--- config.mk ---
export PLATFORM = sky130hd
export DESIGN_NAME = layer4_buf_ctrl
export DESIGN_NICKNAME = d
export VERILOG_FILES = /design/src/rtl/layer4_pkg.sv /design/src/rtl/layer4_scoreboard.sv /design/src/rtl/layer4_buf_ctrl.sv
export SDC_FILE = /design/constraint.sdc
export NUM_CORES = 1
export LEC_CHECK = 0
export ABC_AREA = 1
export BUFFER_PORTS_ARGS = -buffer_cell sky130_fd_sc_hd__clkbuf_2
export CORE_AREA = 2 2 377 379
export CTS_BUF_LIST = sky130_fd_sc_hd__clkbuf_4
export DETAILED_ROUTE_END_ITERATION = 10
export DIE_AREA = 0 0 379 381
export PLACE_DENSITY_LB_ADDON = 0.1
export SLEW_MARGIN = 20
export SYNTH_ARGS = -nofsm -noshare
export SYNTH_HDL_FRONTEND = slang
export SYNTH_HIERARCHICAL = 1
export SYNTH_SLANG_ARGS = --single-unit
--- constraint.sdc ---
create_clock -name CK -period 5.4 [get_ports CK]
set_clock_uncertainty 0.15 [all_clocks]
set_input_delay 0.54 -clock CK [delete_from_list [all_inputs] [get_ports CK]]
set_output_delay 0.54 -clock CK [all_outputs]
set_load 0.01 [all_outputs]
--- src/rtl/layer4_pkg.sv ---
// layer4_pkg: shared sizes and enums for the layer4 buffer controller.
// Optional forwarding path is enabled by L4_BYPASS_FWD_EN in layer4_buf_ctrl.
package layer4_pkg;

    localparam int L4_DEPTH = 144;
    localparam int L4_AW    = 8;
    localparam int L4_DW    = 128;

    typedef enum logic [1:0] {
        REQ_WR,
        REQ_CR,
        REQ_DM
    } req_e;

    typedef enum logic [1:0] {
        PORT_NONE,
        PORT_A,
        PORT_B,
        PORT_FWD
    } port_e;

endpackage

--- src/rtl/layer4_scoreboard.sv ---
// layer4_scoreboard: per-word written flags and distinct-write counter.
// A synchronous clear starts a new layer.
module layer4_scoreboard
    import layer4_pkg::*;
#(
    parameter int DEPTH = L4_DEPTH,
    parameter int AW    = L4_AW
) (
    input  logic          CK,
    input  logic          RSTn,
    input  logic          clear,
    input  logic          set_en,
    input  logic [AW-1:0] set_addr,
    input  logic [AW-1:0] look_addr,
    output logic          look_hit,
    output logic [AW-1:0] fill_cnt,
    output logic          all_written
);

    localparam logic [AW-1:0] LIM = AW'(DEPTH);

    logic [DEPTH-1:0] written;
    logic             set_new;

    // Only the first write to a word advances the counter
    assign set_new     = set_en && (set_addr < LIM) && !written[set_addr];
    assign look_hit    = (look_addr < LIM) && written[look_addr];
    assign all_written = (fill_cnt == LIM);

    always_ff @(posedge CK or negedge RSTn) begin
        if (!RSTn) begin
            written  <= '0;
            fill_cnt <= '0;
        end else if (clear) begin
            written  <= '0;
            fill_cnt <= '0;
        end else if (set_new) begin
            written[set_addr] <= 1'b1;
            fill_cnt          <= fill_cnt + AW'(1);
        end
    end

endmodule

--- src/rtl/layer4_buf_ctrl.sv ---
// layer4_buf_ctrl: arbitrates WR/CR/DM onto the dual-port layer4 SRAM.
// Define L4_BYPASS_FWD_EN to forward same-cycle write data to compute reads.
module layer4_buf_ctrl
    import layer4_pkg::*;
#(
    parameter int DEPTH = L4_DEPTH,
    parameter int AW    = L4_AW,
    parameter int DW    = L4_DW
) (
    input  logic          CK,
    input  logic          RSTn,
    input  logic          clear,
    input  logic          wr_valid,
    output logic          wr_ready,
    input  logic [AW-1:0] wr_addr,
    input  logic [DW-1:0] wr_data,
    input  logic          cr_valid,
    output logic          cr_ready,
    input  logic [AW-1:0] cr_addr,
    output logic          cr_rvalid,
    output logic [DW-1:0] cr_rdata,
    input  logic          dm_valid,
    output logic          dm_ready,
    input  logic [AW-1:0] dm_addr,
    output logic          dm_rvalid,
    output logic [DW-1:0] dm_rdata,
    output logic [AW-1:0] fill_cnt,
    output logic          all_written,
    output logic          err_addr,
    output logic          OEA,
    output logic          OEB,
    output logic          WEAN,
    output logic          WEBN,
    output logic [AW-1:0] A,
    output logic [AW-1:0] B,
    output logic [DW-1:0] DIA,
    output logic [DW-1:0] DIB,
    input  logic [DW-1:0] DOA,
    input  logic [DW-1:0] DOB
);

    localparam logic [AW-1:0] LIM = AW'(DEPTH);

    logic  wr_ok, cr_ok, dm_ok;
    logic  wr_go, cr_want, cr_fwd, cr_hit;
    logic  dm_want, dm_a_ok, dm_b_ok;
    logic  cr_b, dm_b, dm_a;
    req_e  rr_q, rr_d;
    port_e cr_tag, dm_tag, cr_tag_d, dm_tag_d;

    assign wr_ok = (wr_addr < LIM);
    assign cr_ok = (cr_addr < LIM);
    assign dm_ok = (dm_addr < LIM);

    assign err_addr = RSTn && ((wr_valid && !wr_ok) ||
                               (cr_valid && !cr_ok) ||
                               (dm_valid && !dm_ok));

    layer4_scoreboard #(
        .DEPTH (DEPTH),
        .AW    (AW)
    ) u_sb (
        .CK          (CK),
        .RSTn        (RSTn),
        .clear       (clear),
        .set_en      (wr_go),
        .set_addr    (wr_addr),
        .look_addr   (cr_addr),
        .look_hit    (cr_hit),
        .fill_cnt    (fill_cnt),
        .all_written (all_written)
    );

    // Grant decision: WR owns A; CR only ever uses B; DM takes whichever is free
    always_comb begin
        wr_go   = 1'b0;
        cr_want = 1'b0;
        cr_fwd  = 1'b0;
        dm_want = 1'b0;
        dm_a_ok = 1'b0;
        dm_b_ok = 1'b0;
        cr_b    = 1'b0;
        dm_b    = 1'b0;
        dm_a    = 1'b0;
        if (RSTn && !clear) begin
            wr_go   = wr_valid && wr_ok;
            dm_want = dm_valid && dm_ok;
            cr_want = cr_valid && cr_ok && cr_hit &&
                      !(wr_go && wr_addr == cr_addr);
`ifdef L4_BYPASS_FWD_EN
            cr_fwd  = cr_valid && cr_ok && wr_go &&
                      (wr_addr == cr_addr);
`endif
            dm_b_ok = dm_want && !(wr_go && wr_addr == dm_addr);
            dm_a_ok = dm_want && !wr_go;
            if (cr_want && dm_a_ok && cr_addr != dm_addr) begin
                cr_b = 1'b1;
                dm_a = 1'b1;
            end else if (cr_want && dm_b_ok) begin
                if (rr_q == REQ_CR) cr_b = 1'b1;
                else                dm_b = 1'b1;
            end else begin
                cr_b = cr_want;
                dm_b = dm_b_ok;
            end
        end
    end

    always_comb begin
        rr_d     = rr_q;
        cr_tag_d = PORT_NONE;
        dm_tag_d = PORT_NONE;
        if (cr_b)      rr_d = REQ_DM;
        else if (dm_b) rr_d = REQ_CR;
        if (cr_b)        cr_tag_d = PORT_B;
        else if (cr_fwd) cr_tag_d = PORT_FWD;
        if (dm_b)      dm_tag_d = PORT_B;
        else if (dm_a) dm_tag_d = PORT_A;
    end

    always_ff @(posedge CK or negedge RSTn) begin
        if (!RSTn) begin
            rr_q   <= REQ_CR;
            cr_tag <= PORT_NONE;
            dm_tag <= PORT_NONE;
        end else begin
            rr_q   <= rr_d;
            cr_tag <= cr_tag_d;
            dm_tag <= dm_tag_d;
        end
    end

`ifdef L4_BYPASS_FWD_EN
    logic [DW-1:0] fwd_q;

    always_ff @(posedge CK or negedge RSTn) begin
        if (!RSTn)       fwd_q <= '0;
        else if (cr_fwd) fwd_q <= wr_data;
    end
`endif

    // Idle port is parked on an address that differs from the busy port
    always_comb begin
        wr_ready = 1'b0;
        cr_ready = 1'b0;
        dm_ready = 1'b0;
        OEA      = 1'b0;
        OEB      = 1'b0;
        WEAN     = 1'b1;
        WEBN     = 1'b1;
        A        = '0;
        B        = '0;
        DIA      = '0;
        DIB      = '0;
        if (wr_go) begin
            wr_ready = 1'b1;
            WEAN     = 1'b0;
            A        = wr_addr;
            DIA      = wr_data;
        end else if (dm_a) begin
            dm_ready = 1'b1;
            OEA      = 1'b1;
            A        = dm_addr;
        end
        if (cr_b) begin
            cr_ready = 1'b1;
            OEB      = 1'b1;
            B        = cr_addr;
        end else if (dm_b) begin
            dm_ready = 1'b1;
            OEB      = 1'b1;
            B        = dm_addr;
        end
        if (cr_fwd) cr_ready = 1'b1;
        if (!(wr_go || dm_a) && OEB)
            A = (B == '0) ? AW'(1) : '0;
        if (!OEB && (wr_go || dm_a))
            B = (A == '0) ? AW'(1) : '0;
    end

    assign cr_rvalid = (cr_tag != PORT_NONE);
    assign dm_rvalid = (dm_tag != PORT_NONE);

    always_comb begin
        case (cr_tag)
            PORT_A:   cr_rdata = DOA;
            PORT_B:   cr_rdata = DOB;
`ifdef L4_BYPASS_FWD_EN
            PORT_FWD: cr_rdata = fwd_q;
`endif
            default:  cr_rdata = '0;
        endcase
    end

    always_comb begin
        case (dm_tag)
            PORT_A:  dm_rdata = DOA;
            PORT_B:  dm_rdata = DOB;
            default: dm_rdata = '0;
        endcase
    end

endmodule

==> impl_metrics.json, run 1 <==
{
  "status": "complete, no violations",
  "tritoncts_clock_tree": "built",
  "unique_cell_type_count_in_the_yosys_netlist": 41,
  "power_frac_seq": 0.395,
  "worst_path_largest_cell_delay_ns": 0.80,
  "crit_required_ns": 4.71,
  "r2r_end": "cr_tag[1]$_DFF_PN0_",
  "first_global_vias": 21600,
  "n_fill_cell": 16900,
  "syn-instance-count": 3000,
  "reg2reg_setup_slack_ns": 2.53,
  "worst-r2r-cell-count": 16,
  "synth_enable_flop_cells": 0,
  "final_net_count": 4120,
  "path_class": "reg -> out",
  "detail_route.drc_violations": 0,
  "insertion_delay_ns": 0.80,
  "ffs_latches_synth": 157,
  "final.hold.worst_slack_ns": 0.101,
  "min_from": "clear",
  "critPathSlowestCell": "a21oi_1",
  "placed_cells": 5570,
  "synthesis.area_per_instance_um2": 5.64,
  "placeableCoreArea_um2": 141000,
  "grt_antenna_before_repair": 52,
  "combinational_fraction_of_design_power": 0.301,
  "hold_end": "dm_tag[0]$_DFF_PN0_",
  "detailedPlacementHpwl_um": 159000,
  "drtAntennaViolNets": 0,
  "largest_net_degree_at_the_start_of_global_routing": 157,
  "grt_usage": 0.249,
  "rsz_0062_raised_after_global_routing": "no",
  "p_leak_nw": 13.2,
  "worstPathArrival_ns": 3.88,
  "worst_setup_hold_path_clk_slew_ns": 0.17,
  "hold_path_depth": 4,
  "fp-row-count": 138,
  "regToRegStartpoint": "u_sb/written[39]$_DFFE_PN0P_",
  "yosysSeqAreaShare": 0.232,
  "design_power_total_mw": 3.00,
  "start_kind": "flip-flop",
  "yosys_warnings": 6,
  "top_fanout_value_on_the_critical_path": 65,
  "power.switching_fraction": 0.422,
  "timing.setup.tns_ns": 0,
  "chipHeight_um": 381,
  "final_period_minus_worst_setup_slack_ns": 4.57,
  "cp-end-kind": "primary output",
  "clock_root_buffer_master": "clkbuf_4",
  "htree_levels": 4,
  "number_of_setup_violations_in_the_final_report": 0,
  "synth.cells.most_frequent": "nand2_1, inv_1, nand3_1",
  "detail_route.vias_per_cell": 4.09,
  "synth.top_cell.area_share": 0.231,
  "asyncSetResetFlopFracSynth": 1.00,
  "vias_after_detailed_routing": 23000,
  "post-synth-top-count-cell": "nand2_1",
  "relSlewSlack": 0.0632,
  "drt_first_iter_violations": 2073,
  "timing_hold_violations_final": 0,
  "timing.final.crit_share": 0.847,
  "number_of_i_o_pins": 961,
  "p_int_mw": 1.74,
  "global_route.overflow_total": 0,
  "postCtsSetupRepairBufs": 0,
  "mappedNetlistArea_um2": 16900,
  "layout.cells.non_filler": 5623,
  "final_layout_size_suffix_gt1_frac": 0.266,
  "io_buffers": 831,
  "cts_buffer_depth": 2,
  "cts-buffers-inserted": 17,
  "switching_power_mw": 1.27,
  "max_slew.worst_pin.slew_ns": 1.41,
  "starting_utilization_of_the_core_area": 0.120,
  "postSynth.topFlopCell": "dfrtp_1",
  "share_clk_of_total_power": 0.304,
  "max_cap_violations": 0,
  "area_growth_syn_to_layout_pct": 36.4,
  "die-area_um2": 144000,
  "clkSinkCount": 157,
  "detail_route.wirelength_um": 186000,
  "power.density_cell_area_nw_per_um2": 130,
  "hold_path_class": "in -> reg",
  "slew_viol_final": 0,
  "first_pass_grt_wire_length_um": 234000,
  "synthDominantAreaCellType": "dfrtp_1",
  "timing.fmax_mhz": 219,
  "irDropWorstVdd_v": 0.0000837,
  "wl_per_cell_um": 33.1,
  "routabilityCongestion": 1.00,
  "drtPass1Iterations": 6,
  "cp_cell_sequence": "inv_1 -> ha_4 -> buf_4 -> nand2_1 -> a21oi_1 -> clkbuf_2",
  "synth_area_leaders": "dfrtp_1, nand2_1, inv_1",
  "chip_width_um": 379
}
-- worst max-delay path by stage --
stage	slack (ns)	depth (start not counted)	to	start
after floorplan	1.67	24	B[0]	cr_addr[0]
after global placement	0.99	22	B[0]	cr_addr[3]
after detailed placement	0.97	25	B[0]	cr_addr[0]
after CTS	0.79	23	B[0]	u_sb/written[93]$_DFFE_PN0P_
after global routing	0.52	23	B[0]	u_sb/written[93]$_DFFE_PN0P_
final	0.83	6	dm_rdata[58]	dm_tag[0]$_DFF_PN0_
-- area by class of cell --
type                       instances  area, um2  share of cell area
inverter                         445       1690              0.0731
multi-input combinational       2189       9980               0.433
clock inverter                    15        181             0.00787
antenna                           19       47.5             0.00206
clock buffer                      17        128             0.00553
timing repair buffer             891       4750               0.206
tap                             1890       2360               0.103
sequential                       157       3930               0.171
-- worst max-delay path: cells and delay by family, from the launching register on --
kind / cells / cell delay, ns
DFF: 1 / 0.45
buffers and inverters: 3 / 0.95
and+or+nand+nor: 1 / 0.09
AOI/OAI and AO/OA: 1 / 0.80
adders and majority gates: 1 / 0.73
-- per-layer routing --
layer | global-route usage | vias up | routed length [um]
met1 | 0.349 | 11400 | 86600
met2 | 0.350 | 934 | 75400
met3 | 0.105 | 109 | 20600
met4 | 0.0480 | 22 | 3310
li1 | - | 10600 | -
met5 | 0 | - | 150
-- power by group through the flow --
stage | Sequential (mW) | Clock [mW] | Combinational [mW]
after CTS | 1.19 | 0.967 | 0.904
after floorplan | 1.21 | 0 | 0.409
final | 1.19 | 0.913 | 0.904
after detailed placement | 1.21 | 0 | 0.896
after global placement | 1.21 | 0 | 0.900
after global routing | 1.19 | 1.01 | 0.965
-- sequential cells by signal, indices dropped and copies added, names as in the netlist --
name	flops
dm_tag	2
u_sb/fill_cnt	8
cr_tag	1
rr_q	2
u_sb/written	144
-- cell families (layout without fill, tap and decap cells) --
logic type	after synthesis	after routing	synth area share
flops	157	157	0.232
compound gates	437	437	0.140
other cells	2	148	0.000444
simple gates	1604	1604	0.407
xor+xnor	14	14	0.00725
fa+ha+maj	5	5	0.00370
buf+inv	781	1368	0.210
-- placed cells by master (no fill, tap or decap), types with 4 or more instances in the layout --
cell,netlist,layout
nand2_2,15,13
buf_12,0,10
nor2_1,229,225
nor2_4,5,7
diode_2,0,19
nor2_2,8,10
o22ai_1,4,4
a21oi_2,4,6
inv_6,0,6
conb_1,2,129
clkbuf_4,0,17
xnor2_1,10,10
nand2_1,938,938
o21ai_1,17,17
inv_1,427,426
clkinv_1,4,5
a21oi_1,208,206
a21o_1,23,23
o21ai_0,144,144
clkbuf_2,0,829
nand2_4,3,5
inv_2,13,11
o21bai_1,28,28
buf_4,132,50
nand3_1,239,239
dfrtp_1,156,155
xor2_1,4,4
nand4_1,159,159
-- per-stage QoR --
stage | area [um2] | setup slack (ns) | utilization
after floorplan | 17400 | 1.67 | -
after global placement | 22700 | 0.992 | 0.161
after detailed placement | 22700 | 0.970 | 0.161
after CTS | 23000 | 0.788 | 0.164
after global routing | 23000 | 0.520 | 0.164
final | 23100 | 0.826 | 0.164
-- timing repair --
item	CTS	global route
hold buffers	2	0
hold endpoints to repair	61	0
gates resized for setup	0	0
endpoints found under the setup margin	0	0
(Power assumes the default switching activity.)
==> inputs of run 2 (changes only) <==
Settings changed: CORE_AREA 2 2 377 379 to 2 2 378 380, DIE_AREA 0 0 379 381 to 0 0 380 382.
Clock period 5.4 ns to 4.3 ns, I/O delays scaled along.
==> impl_metrics.json, run 2 (same netlist as run 1, synthesis figures left out) <==
{
  "status": "complete, no violations",
  "timing_hold_violations_final": 0,
  "tritoncts_clock_tree": "built",
  "final_cell_area_um2": 24000,
  "postLayoutSetupSlackWorst_ns": 0.157,
  "chip_width_um": 380,
  "hold_path_class": "in -> reg",
  "slew_viol_final": 0,
  "drt_first_iter_violations": 1906,
  "wl_per_cell_um": 32.7,
  "largestRegisters": "u_sb/written x144, u_sb/fill_cnt x8",
  "hold_path_depth": 6,
  "largest_net_degree_at_the_start_of_global_routing": 129,
  "worst-r2r-cell-count": 16,
  "final_net_count": 4220,
  "path_class": "reg -> out",
  "area_growth_syn_to_layout_pct": 42.1,
  "timing.fmax_mhz": 241,
  "vias_after_detailed_routing": 23200,
  "first_pass_grt_wire_length_um": 239000,
  "largest_reg_flops": 144,
  "die-area_um2": 145000,
  "cts-buffers-inserted": 17,
  "fp-row-count": 138,
  "insertion_delay_ns": 0.79,
  "top_fanout_value_on_the_critical_path": 7,
  "regToRegStartpoint": "u_sb/written[0]$_DFFE_PN0P_",
  "routabilityCongestion": 0.999,
  "detail_route.wirelength_um": 187000,
  "crit_required_ns": 3.72,
  "chipHeight_um": 382,
  "mostFrequentLayoutCell": "nand2_1",
  "placement.setup.worst_slack_ns": 0.344,
  "worst_setup_hold_path_clk_slew_ns": 0.17,
  "registers.top_by_ff_count": "u_sb/written",
  "timing.setup.tns_ns": 0,
  "cp-end-kind": "primary output",
  "r2r_end": "cr_tag[1]$_DFF_PN0_",
  "number_of_i_o_pins": 961,
  "p_leak_nw": 13.8,
  "worstPathArrival_ns": 3.56,
  "n_fill_cell": 16900,
  "placeableCoreArea_um2": 141000,
  "rsz_0062_raised_after_global_routing": "yes",
  "final_layout_size_suffix_gt1_frac": 0.294,
  "number_of_setup_violations_in_the_final_report": 0,
  "htree_levels": 4,
  "clock_root_buffer_master": "clkbuf_4",
  "final_core_util": 0.171,
  "min_from": "cr_valid",
  "placement.cell_area_um2": 23500,
  "design_power_total_mw": 3.59,
  "grt_usage": 0.249,
  "detail_route.drc_violations": 0,
  "drtAntennaViolNets": 0,
  "io_buffers": 831,
  "hold_end": "dm_tag[1]$_DFF_PN0_",
  "drtPass1Iterations": 5,
  "timing.final.crit_share": 0.964,
  "first_global_vias": 22400,
  "cts_buffer_depth": 2,
  "global_route.overflow_total": 0,
  "max_slew.worst_pin.slew_ns": 0.963,
  "detailedPlacementHpwl_um": 163000,
  "power.density_cell_area_nw_per_um2": 150,
  "relSlewSlack": 0.358,
  "starting_utilization_of_the_core_area": 0.120,
  "start_kind": "flip-flop",
  "detail_route.vias_per_cell": 4.06,
  "grt_antenna_before_repair": 40,
  "most_frequent_cells_in_the_layout": "nand2_1, clkbuf_2, inv_1",
  "clkSinkCount": 157,
  "reg2reg_setup_slack_ns": 1.59,
  "final_period_minus_worst_setup_slack_ns": 4.14,
  "irDropWorstVdd_v": 0.000184,
  "max_cap_violations": 0
}
run 2: cell count changes in the layout (fill, tap and decap cells not counted), sizes merged, moves of 2 or more:
cell      previous run  this run
buf                 61       161
inv                448       442
clkinvlp             0         5
bufinv               3         0
clkinv               9        11
run 2: worst max-delay path, cell delays in order, from the launching register on:
cell and delay [ns]:
dfrtp_1 0.52, nand2_1 0.09, o211ai_1 0.10, nand3_1 0.11
nand3_1 0.10, nand3_1 0.08, nand2_1 0.08, nand2_1 0.05
nand3_1 0.07, nand3b_1 0.09, nand2_2 0.17, nand2_1 0.06
and2b_2 0.24, nand3_4 0.14, nor2_4 0.25, nand2_2 0.08
nand3_1 0.09, nor2_1 0.05, nand2_1 0.08, nor2_1 0.05
nand3_1 0.07, nand2_1 0.08, buf_6 0.13
run 2: timing repair:
item,in CTS,in global routing
hold buffers,2,0
pin swaps,0,19
gates resized for setup,3,63
setup buffers,0,13
endpoints found under the hold margin,111,0
cloned,0,1
endpoints found under the setup margin,2,6
run 2: final cells by class:
cell class,instances,area [um2],area share
Multi-Input combinational cell,2189,10000,0.418
Timing Repair Buffer,990,5700,0.237
Sequential cell,157,3950,0.165
Tap cell,1890,2360,0.0984
Inverter,445,1690,0.0703
Clock buffer,18,135,0.00562
Clock inverter,12,76.3,0.00318
Antenna cell,20,50.0,0.00208
Timing Repair inverter,1,6.26,0.000260
run 2: worst max-delay path by stage:
stage	start	end	slack [ns]	cells after the start
6_report	u_sb/written[0]$_DFFE_PN0P_	B[0]	0.16	22
5_1_grt	u_sb/written[125]$_DFFE_PN0P_	B[0]	-0.19	22
4_1_cts	u_sb/written[46]$_DFFE_PN0P_	B[0]	0.0002	23
3_5_place_dp	cr_addr[0]	B[0]	0.34	25
3_3_place_gp	cr_addr[0]	B[0]	0.32	25
2_1_floorplan	cr_addr[0]	B[0]	0.79	24
run 2: where the power goes:
group | switching (mW) | internal [mW] | total (mW)
sequential | 0.00551 | 1.48 | 1.49
combinational | 0.876 | 0.318 | 1.19
clock | 0.689 | 0.221 | 0.911
run 2: per-layer routing:
| layer | vias to the layer above | global-route usage | wire length [um] |
|---|---|---|---|
| met1 | 11500 | 0.349 | 87100 |
| met4 | 20 | 0.0392 | 2950 |
| li1 | 10800 | - | - |
| met5 | - | 0 | 130 |
| met2 | 846 | 0.372 | 79800 |
| met3 | 99 | 0.0829 | 17400 |
run 2: stage by stage:
step / hold slack, ns / cells
2_1_floorplan: -0.0156 / 3127
3_3_place_gp: 0.333 / 5656
3_5_place_dp: 0.337 / 5656
4_1_cts: 0.00663 / 5688
5_1_grt: 0.0666 / 5710
6_report: 0.0996 / 5722
